File: config.mk
export PLATFORM = sky130hd
export DESIGN_NAME = wn_pdcchrx_modrem_ctrl
export DESIGN_NICKNAME = d
export VERILOG_FILES = /design/src/rtl/wn_pdcchrx_modrem_ctrl.sv
export SDC_FILE = /design/constraint.sdc
export NUM_CORES = 1
export LEC_CHECK = 0
export ABC_AREA = 1
export CAP_MARGIN = 25
export CELL_PAD_IN_SITES_DETAIL_PLACEMENT = 1
export CELL_PAD_IN_SITES_GLOBAL_PLACEMENT = 1
export CORE_UTILIZATION = 25
export CTS_BUF_LIST = sky130_fd_sc_hd__clkbuf_16
export DETAILED_ROUTE_END_ITERATION = 12
export PLACE_DENSITY_LB_ADDON = 0.1
export RECOVER_POWER = 25
export SYNTH_ARGS = -nofsm -noshare
export SYNTH_HDL_FRONTEND = slang
export SYNTH_SLANG_ARGS = --single-unit
export TNS_END_PERCENT = 100
File: constraint.sdc
create_clock -name clk -period 5.3 [get_ports clk]
set_input_delay 1.06 -clock clk [delete_from_list [all_inputs] [get_ports clk]]
set_output_delay 1.06 -clock clk [all_outputs]
set_load 0.005 [all_outputs]
File: src/rtl/wn_pdcchrx_modrem_ctrl.sv
// Purpose : job sequencer in front of modulation removal; gates DMRS/data streams per CORESET job, regenerates per-symbol tlast, tracks estimate completion.
// Latency : zero-cycle combinational forwarding in RUN; cfg accept -> first beat 1 cycle; last estimate tlast (DRAIN) -> done 1 cycle.
// Backpress: upstream tready mirrors engine tready while beats remain in the job; held 0 outside RUN, so surplus beats stay upstream.
//
// Ports:
//   clk, rstn                        clock, async active-low reset
//   cfg_in_*                         job config: [8:0] n_rb, [10:9] n_symb
//   up_dmrs_* / up_data_*            upstream DMRS sequence and received DMRS REs
//   dmrs_out_* / data_out_*          towards engine dmrs_in / data_in
//   estm_tvalid/tready/tlast         snoop of engine estimate output handshake
//   busy, done, err                  job active, end-of-job pulse, sticky error
//
// Optional build macro WN_PDCCHRX_MODREM_CTRL_ERRCHK_EN: compare up_data_tlast with
// the regenerated tlast on every data beat and flag a mismatch in err.
module wn_pdcchrx_modrem_ctrl #(
    parameter int nRX    = 2,
    parameter int MAX_RB = 275
) (
    input  logic               clk,
    input  logic               rstn,
    input  logic [15:0]        cfg_in_tdata,
    input  logic               cfg_in_tvalid,
    output logic               cfg_in_tready,
    input  logic [7:0]         up_dmrs_tdata,
    input  logic               up_dmrs_tvalid,
    output logic               up_dmrs_tready,
    input  logic [nRX*32-1:0]  up_data_tdata,
    input  logic               up_data_tvalid,
    input  logic               up_data_tlast,
    output logic               up_data_tready,
    output logic [7:0]         dmrs_out_tdata,
    output logic               dmrs_out_tvalid,
    input  logic               dmrs_out_tready,
    output logic [nRX*32-1:0]  data_out_tdata,
    output logic               data_out_tvalid,
    output logic               data_out_tlast,
    input  logic               data_out_tready,
    input  logic               estm_tvalid,
    input  logic               estm_tready,
    input  logic               estm_tlast,
    output logic               busy,
    output logic               done,
    output logic               err
);

    typedef enum logic [1:0] {
        S_IDLE  = 2'd0,
        S_RUN   = 2'd1,
        S_DRAIN = 2'd2,
        S_DONE  = 2'd3
    } state_t;

    localparam logic [8:0] MAX_RB_L = 9'(MAX_RB);

    state_t      state_q, state_d;
    logic [1:0]  n_symb_q, n_symb_d;
    logic [9:0]  re_per_sym_q, re_per_sym_d;
    logic [11:0] total_q, total_d;
    logic [11:0] dmrs_cnt_q, dmrs_cnt_d;
    logic [11:0] data_cnt_q, data_cnt_d;
    logic [9:0]  sym_re_cnt_q, sym_re_cnt_d;
    logic [1:0]  out_cnt_q, out_cnt_d;
    logic        err_q, err_d;

    // Config decode; only meaningful (and only latched) when cfg_ok.
    logic [8:0]  cfg_n_rb;
    logic [1:0]  cfg_n_symb;
    logic        cfg_ok;
    logic [9:0]  cfg_re;
    logic [11:0] cfg_total;
    logic        cfg_rsvd_unused;

    assign cfg_n_rb        = cfg_in_tdata[8:0];
    assign cfg_n_symb      = cfg_in_tdata[10:9];
    assign cfg_rsvd_unused = ^cfg_in_tdata[15:11];
    assign cfg_ok          = (cfg_n_rb != 9'd0) && (cfg_n_rb <= MAX_RB_L) && (cfg_n_symb != 2'd0);
    assign cfg_re          = {cfg_n_rb, 1'b0} + {1'b0, cfg_n_rb};
    assign cfg_total       = {2'b00, cfg_re} * {10'd0, cfg_n_symb};

    // Stream gating: a stream is open only in RUN and only while beats remain.
    logic in_run, dmrs_room, data_room, dmrs_hs, data_hs, estm_last_hs;
    logic tlast_mismatch;

    assign in_run          = (state_q == S_RUN);
    assign dmrs_room       = in_run && (dmrs_cnt_q < total_q);
    assign data_room       = in_run && (data_cnt_q < total_q);

    assign dmrs_out_tdata  = up_dmrs_tdata;
    assign dmrs_out_tvalid = up_dmrs_tvalid && dmrs_room;
    assign up_dmrs_tready  = dmrs_out_tready && dmrs_room;

    assign data_out_tdata  = up_data_tdata;
    assign data_out_tvalid = up_data_tvalid && data_room;
    assign up_data_tready  = data_out_tready && data_room;
    assign data_out_tlast  = data_room && (sym_re_cnt_q == (re_per_sym_q - 10'd1));

    assign dmrs_hs         = dmrs_out_tvalid && dmrs_out_tready;
    assign data_hs         = data_out_tvalid && data_out_tready;
    assign estm_last_hs    = estm_tvalid && estm_tready && estm_tlast &&
                             ((state_q == S_RUN) || (state_q == S_DRAIN));

`ifdef WN_PDCCHRX_MODREM_CTRL_ERRCHK_EN
    assign tlast_mismatch  = data_hs && (up_data_tlast != data_out_tlast);
`else
    logic up_tlast_unused;
    assign up_tlast_unused = up_data_tlast;
    assign tlast_mismatch  = 1'b0;
`endif

    logic inputs_done, outputs_done;

    always_comb begin
        state_d      = state_q;
        n_symb_d     = n_symb_q;
        re_per_sym_d = re_per_sym_q;
        total_d      = total_q;
        dmrs_cnt_d   = dmrs_cnt_q + {11'd0, dmrs_hs};
        data_cnt_d   = data_cnt_q + {11'd0, data_hs};
        sym_re_cnt_d = sym_re_cnt_q;
        out_cnt_d    = out_cnt_q;
        err_d        = err_q | tlast_mismatch;

        if (data_hs) begin
            sym_re_cnt_d = data_out_tlast ? 10'd0 : (sym_re_cnt_q + 10'd1);
        end
        // Saturate at n_symb so stray extra tlasts cannot wrap the count.
        if (estm_last_hs && (out_cnt_q != n_symb_q)) begin
            out_cnt_d = out_cnt_q + 2'd1;
        end

        // Use next-cycle counts so the cycle carrying the last beat / last
        // estimate already counts towards completion.
        inputs_done  = (dmrs_cnt_d == total_q) && (data_cnt_d == total_q);
        outputs_done = (out_cnt_d == n_symb_q);

        case (state_q)
            S_IDLE: begin
                if (cfg_in_tvalid) begin
                    if (cfg_ok) begin
                        state_d      = S_RUN;
                        n_symb_d     = cfg_n_symb;
                        re_per_sym_d = cfg_re;
                        total_d      = cfg_total;
                    end else begin
                        err_d = 1'b1;
                    end
                end
            end
            S_RUN: begin
                if (inputs_done) begin
                    state_d = outputs_done ? S_DONE : S_DRAIN;
                end
            end
            S_DRAIN: begin
                if (outputs_done) begin
                    state_d = S_DONE;
                end
            end
            S_DONE: begin
                state_d      = S_IDLE;
                n_symb_d     = 2'd0;
                re_per_sym_d = 10'd0;
                total_d      = 12'd0;
                dmrs_cnt_d   = 12'd0;
                data_cnt_d   = 12'd0;
                sym_re_cnt_d = 10'd0;
                out_cnt_d    = 2'd0;
            end
            default: begin
                state_d = S_IDLE;
            end
        endcase
    end

    always_ff @(posedge clk or negedge rstn) begin
        if (!rstn) begin
            state_q      <= S_IDLE;
            n_symb_q     <= 2'd0;
            re_per_sym_q <= 10'd0;
            total_q      <= 12'd0;
            dmrs_cnt_q   <= 12'd0;
            data_cnt_q   <= 12'd0;
            sym_re_cnt_q <= 10'd0;
            out_cnt_q    <= 2'd0;
            err_q        <= 1'b0;
        end else begin
            state_q      <= state_d;
            n_symb_q     <= n_symb_d;
            re_per_sym_q <= re_per_sym_d;
            total_q      <= total_d;
            dmrs_cnt_q   <= dmrs_cnt_d;
            data_cnt_q   <= data_cnt_d;
            sym_re_cnt_q <= sym_re_cnt_d;
            out_cnt_q    <= out_cnt_d;
            err_q        <= err_d;
        end
    end

    assign cfg_in_tready = (state_q == S_IDLE);
    assign busy          = (state_q != S_IDLE);
    assign done          = (state_q == S_DONE);
    assign err           = err_q;

endmodule

After elaboration in Yosys (flattened, before gate mapping)
Index checks and enable logic that the tools add are counted.
{"block": "word_totals", "reg_bits": 63, "input_bits": 99, "output_inout_bits": 81, "elab_cells": 80}
{"block": "classes", "addsub": 6, "mul": 1, "n_lt_le_gt_ge": 3, "eq_ne": 12, "n_mux": 22, "bitwise_logic": 1, "n_reduce_logical": 26}
{"cell": "$mux W10", "count": 5}
{"cell": "$mux W12", "count": 4}
{"cell": "$add A12 B1 Y12", "count": 2}
{"cell": "$eq A12 B12 Y1", "count": 2}
{"cell": "$lt A12 B12 Y1", "count": 2}
{"cell": "$pmux W12 S2", "count": 1}
{"cell": "$pmux W10 S2", "count": 1}
{"cell": "$logic_and A1 B1 Y1", "count": 16}
{"cell": "$mux W2", "count": 8}
{"cell": "$mul A10 B2 Y12", "count": 1}
{"cell": "$add A10 B1 Y10 const B", "count": 1}
{"cell": "$add A10 B9 Y10", "count": 1}
{"cell": "$eq A10 B10 Y1", "count": 1}
{"cell": "$sub A10 B1 Y10 const B", "count": 1}
{"cell": "$le A9 B9 Y1 const B", "count": 1}
{"cell": "$reduce_bool A9 Y1", "count": 1}
{"cell": "$pmux W2 S4", "count": 1}
{"cell": "$reduce_bool A2 Y1", "count": 4}
{"cell": "$reduce_and A3 Y1", "count": 2}
{"cell": "$eq A2 B2 Y1 const B", "count": 2}
{"cell": "$ne A2 B1 Y1 const B", "count": 2}
{"cell": "$ne A2 B2 Y1 const B", "count": 2}
{"cell": "$pmux W2 S2", "count": 1}
{"cell": "$reduce_and A4 Y1", "count": 1}
{"cell": "other kinds (8)", "count": 8}

Depth between registers and ports, before layout
{"block": "logic_depth", "depth_word": 9, "mapped_depth": 28, "mapped_depth_nobuf": 28}

Worst setup path after synthesis
Ideal clock, no wire load.
{"block": "synth_timing", "path_type": "input to register", "from": "input cfg_in_tdata[0]", "to": "register total_q[9]", "setup_ps": 128, "arrival_ps": 3429, "required_ps": 5172, "slack_ps": 1743, "path_stages": 16, "n_path_buf": 0, "cell_sequence": "ha_1 -> fa_1 -> nand3_1 -> nand3_1 -> nand3_1 -> nand2_1 -> xor2_1 -> inv_1 -> nor2_1 -> ha_1 -> inv_1 -> o311ai_0 -> xor2_1 -> nor2_1 -> nand2_1 -> o21ai_0"}
{"block": "synth_between", "elab_chain_cells": 5, "word_cells_on_any_way": 11, "cone_classes": "add/sub (1); mul (1); order compare (1); eq/ne (1); mux (3); reduce/logical (4)"}
{"item": "start, declared", "line_no": "21", "source": "input logic [15:0] cfg_in_tdata,"}
{"item": "$add A10 B9 Y10 (tied with other cells)", "line_no": "77", "source": "assign cfg_re = {cfg_n_rb, 1'b0} + {1'b0, cfg_n_rb};"}
{"item": "$mul A10 B2 Y12 or $logic_and A1 B1 Y1 (tied branches)", "line_no": "78, 76"}
{"item": "$mux W12 or $logic_and A1 B1 Y1 (tied branches)", "line_no": "139, 76"}
{"item": "$mux W12 or $ne A2 B1 Y1 (tied branches)"}
{"item": "$pmux W12 S2 or $reduce_and A3 Y1 (tied branches)"}
{"item": "end signal, assigned", "line_no": "190", "source": "total_q <= total_d;"}
{"item": "end, declared", "line_no": "58", "source": "logic [11:0] total_q, total_d;"}
Several ways; a longest one is shown, not always the timed one. The select of a mux whose other input is x is not followed.
A chain may end at the register's enable or synchronous reset.

Final worst setup path
Same ends and word-level chain as after synthesis.

==> reports/qor.csv <==
stage,metric,value,unit
clock_tree,"Hold-fix buffers, CTS",0,
layout,nets@finish,988,
clock_tree,H-Tree Level Count,3,
floorplanning,Initial Util,25.6,%
job,MaxCap Viol Count,0,
critical_path,Reg-to-Reg Start,total_q[11],
clock_tree,clock-pin slew on the worst setup and hold paths,0.06,ns
clock_tree,clock tree sinks,63,
critical_path,CP endpoint,total_q[9],
critical_path,Crit. End Element,flip-flop,
synthesis,yosys warns,0,
global_route,Total GRT Usage,15.1,%
synthesis,synth top area cells,"dfrtp_1 (26%), nand2_1 (15%), ha_1 (12%)",
clock_tree,CTS tree,built,
global_route,number of global-route vias before repair,5603,
pwr,PwrDens,291,nW/um^2
synthesis,"flops & latches, synth",63,
floorplanning,die area,24700,um^2
layout,cell area after layout,6480,um^2
global_route,first-pass GRT wire length,28800,um
critical_path,Critical Path RT,5.51,ns
layout,Non-Filler Instances,1152,
placed_design,Placed Cells,1136,
critical_path,Setup Crit Path Kind,in -> reg,
floorplanning,Die Ht,157,um
synthesis,ys flop type,dfrtp_1,
pwr,Leak,3.33,nW
floorplanning,die width,157,um
critical_path,Reg2Reg Depth,26,
detailed_routing,first-pass iteration count of the detailed router,4,
global_route,initial antenna violation count,0,
hold_path,worst hold path class,reg -> reg,
layout,layout cells sized above 1,4.56,%
detailed_routing,Post-Route WL,17200,um
placed_design,placed inst area,6140,um^2
synthesis,Post-synth ARST share,100,%
clock_tree,worst-skew pair later-pin latency,0.35,ns
synthesis,Post-synth EDFFs,0,
timing,Fin. Hold Viols,0,
synthesis,Netlist cell types,40,
clock_tree,number of setup buffers added after CTS,0,
synthesis,most frequent cell after synthesis,nand2_1,
timing,fmax,227,MHz
synthesis,Post-Syn Instances,866,
detailed_routing,vias per inst,4.50,
timing,Post-Route Setup TNS,0,ns
timing,final setup vio count,0,
synthesis,sequential area share after synthesis,26.2,%
detailed_routing,Starting DRT DRC Count,136,
floorplanning,Rows,56,
clock_tree,clk root buf,clkbuf_16,
timing,fin. max-slew vios,0,
synthesis,Mapped Area,6030,um^2
critical_path,crit path from,cfg_in_tdata[0],
timing,Tmin final,4.41,ns
floorplanning,top-level port count,180,
critical_path,WP data arrival,4.62,ns
timing,Final period util,83.2,%
timing,RSZ-0062 raised after global routing,no,
critical_path,r2r setup slk,1.23,ns
critical_path,Worst setup SP type,primary input,
synthesis,Yosys top cell area share,26.2,%
outcome,status,"finished, final reports clean",
global_route,GRT overflow,0,
floorplanning,core region area,23500,um^2
clock_tree,PostCTS Resize Cnt,0,
clock_tree,CTS max path bufs,2,
synthesis,commonest cells in the netlist,"nand2_1 (234), inv_1 (111), nor2_1 (78), buf_4 (74), nand3_1 (65)",
placed_design,dpl hpwl,13700,um
critical_path,CP Max Fanout,5,
synthesis,syn_nets,1026,
timing,Slew headroom,47.3,%
layout,ANT cells,0,
hold_path,Hold Startpoint,err,
clock_tree,cts bufs inserted,9,
detailed_routing,# DRC,0,
pwr,Pwr Total,1.89,mW
detailed_routing,average wire per standard cell,15.0,um
timing,worst hold margin,0.479,ns
placed_design,RePlAce Congestion,0.791,
synthesis,largest area contributor in the netlist,dfrtp_1,
detailed_routing,post-route ant nets,0,
critical_path,Worst R2R End,state_q[0],
timing,Slew @ Worst Pin,0.790,ns
detailed_routing,via count,5185,
layout,synth-to-layout area growth,7.45,%
global_route,largest net degree at the start of global routing,54,
synthesis,Mean Syn Cell Area,6.96,um^2
pwr,Max IR drop VDD,0.116,mV
placed_design,# port buffers,29,
timing,worst clock skew,0.0112,ns
## per-layer routing
| metal | track usage [%] | vias to the layer above | wire length [um] |
|---|---|---|---|
| met4 | 5.36 | 0 | 400 |
| li1 | - | 2612 | - |
| met3 | 2.84 | 17 | 368 |
| met1 | 17.8 | 2507 | 7820 |
| met5 | 0 | - | 0 |
| met2 | 27.2 | 49 | 8650 |
## state kept, by name, indices dropped and copies added (netlist names)
register      cells
data_cnt_q       12
err               1
dmrs_cnt_q       12
state_q           2
sym_re_cnt_q     10
total_q          12
re_per_sym_q     10
n_symb_q          2
out_cnt_q         2
## critical path, cell delays in order
cell             delay, ns
clkdlybuf4s50_1       0.59
ha_1                  0.34
fa_1                  0.42
nand3_1               0.11
nand3_1               0.11
nand3_1               0.09
nand2_1               0.08
xor2_1                0.17
inv_1                 0.08
nor2_1                0.04
ha_1                  0.37
inv_1                 0.10
o311ai_0              0.62
xor2_1                0.21
nor2_1                0.06
nand2_1               0.07
o21ai_0               0.09
## area by class of cell
cell class              instances  area (um^2)
clock buffers                   9          225
clock inverters                 7          111
fillers                      2946        17100
inverters                     113          424
multi-input cells             610         3440
flip-flops and latches         63         1580
well taps                     319          399
repair buffers                 31          299
## worst min path at each step
stage | cells after the start | endpoint | slack [ns]
CTS | 1 | err | 0.49
floorplan | 1 | err | 0.47
global route | 1 | err | 0.52
global placement | 1 | err | 0.45
detailed placement | 1 | err | 0.48
finish | 1 | err | 0.48
## kinds of logic (layout without fill, tap and decap cells)
family / Yosys count / in the layout / share of synthesized area, %
buffers and inverters: 193 / 160 / 16.8
DFF: 63 / 63 / 26.2
and+or+nand+nor: 425 / 425 / 30.4
AOI/OAI and AO/OA: 87 / 87 / 7.87
adders and majority gates: 61 / 61 / 12.9
xor gates and xnor gates: 37 / 37 / 5.83
## layout by cell type, fill, tap and decap left out, drive strengths merged
cell	netlist	final
nand2	238	238
inv	113	115
nor2	89	89
nand3	65	65
dfrtp	63	63
ha	59	59
a21oi	41	41
o21ai	33	33
clkdlybuf4s50	0	28
xor2	20	20
nand4	18	18
xnor2	15	15
clkbuf	1	10
nor3	5	5
nand3b	5	5
o21bai	4	4
bufinv	0	3
nor3b	2	2
o31ai	2	2
xnor3	2	2
fa	2	2
buf	79	2
clkinv	0	2
or2	1	1
a31o	1	1
nor4	1	1
o21a	1	1
o211ai	1	1
a221oi	1	1
and2	1	1
a21o	1	1
a31oi	1	1
o311ai	1	1
## through the flow
step | utilization, % | setup slack, ns
3_5_place_dp | 26.1 | 0.562
4_1_cts | 27.5 | 0.905
2_1_floorplan | - | 1.74
3_3_place_gp | 26.1 | 0.601
5_1_grt | 27.5 | 0.574
6_report | 27.5 | 0.891
## where the power goes
group          switching [mW]  leakage [nW]  internal [mW]
logic                   0.338          2.43          0.212
clock network           0.246         0.169          0.457
registers              0.0864         0.737          0.546
total                   0.671          3.33           1.22
Note: power is estimated with default switching activity, not from simulation.
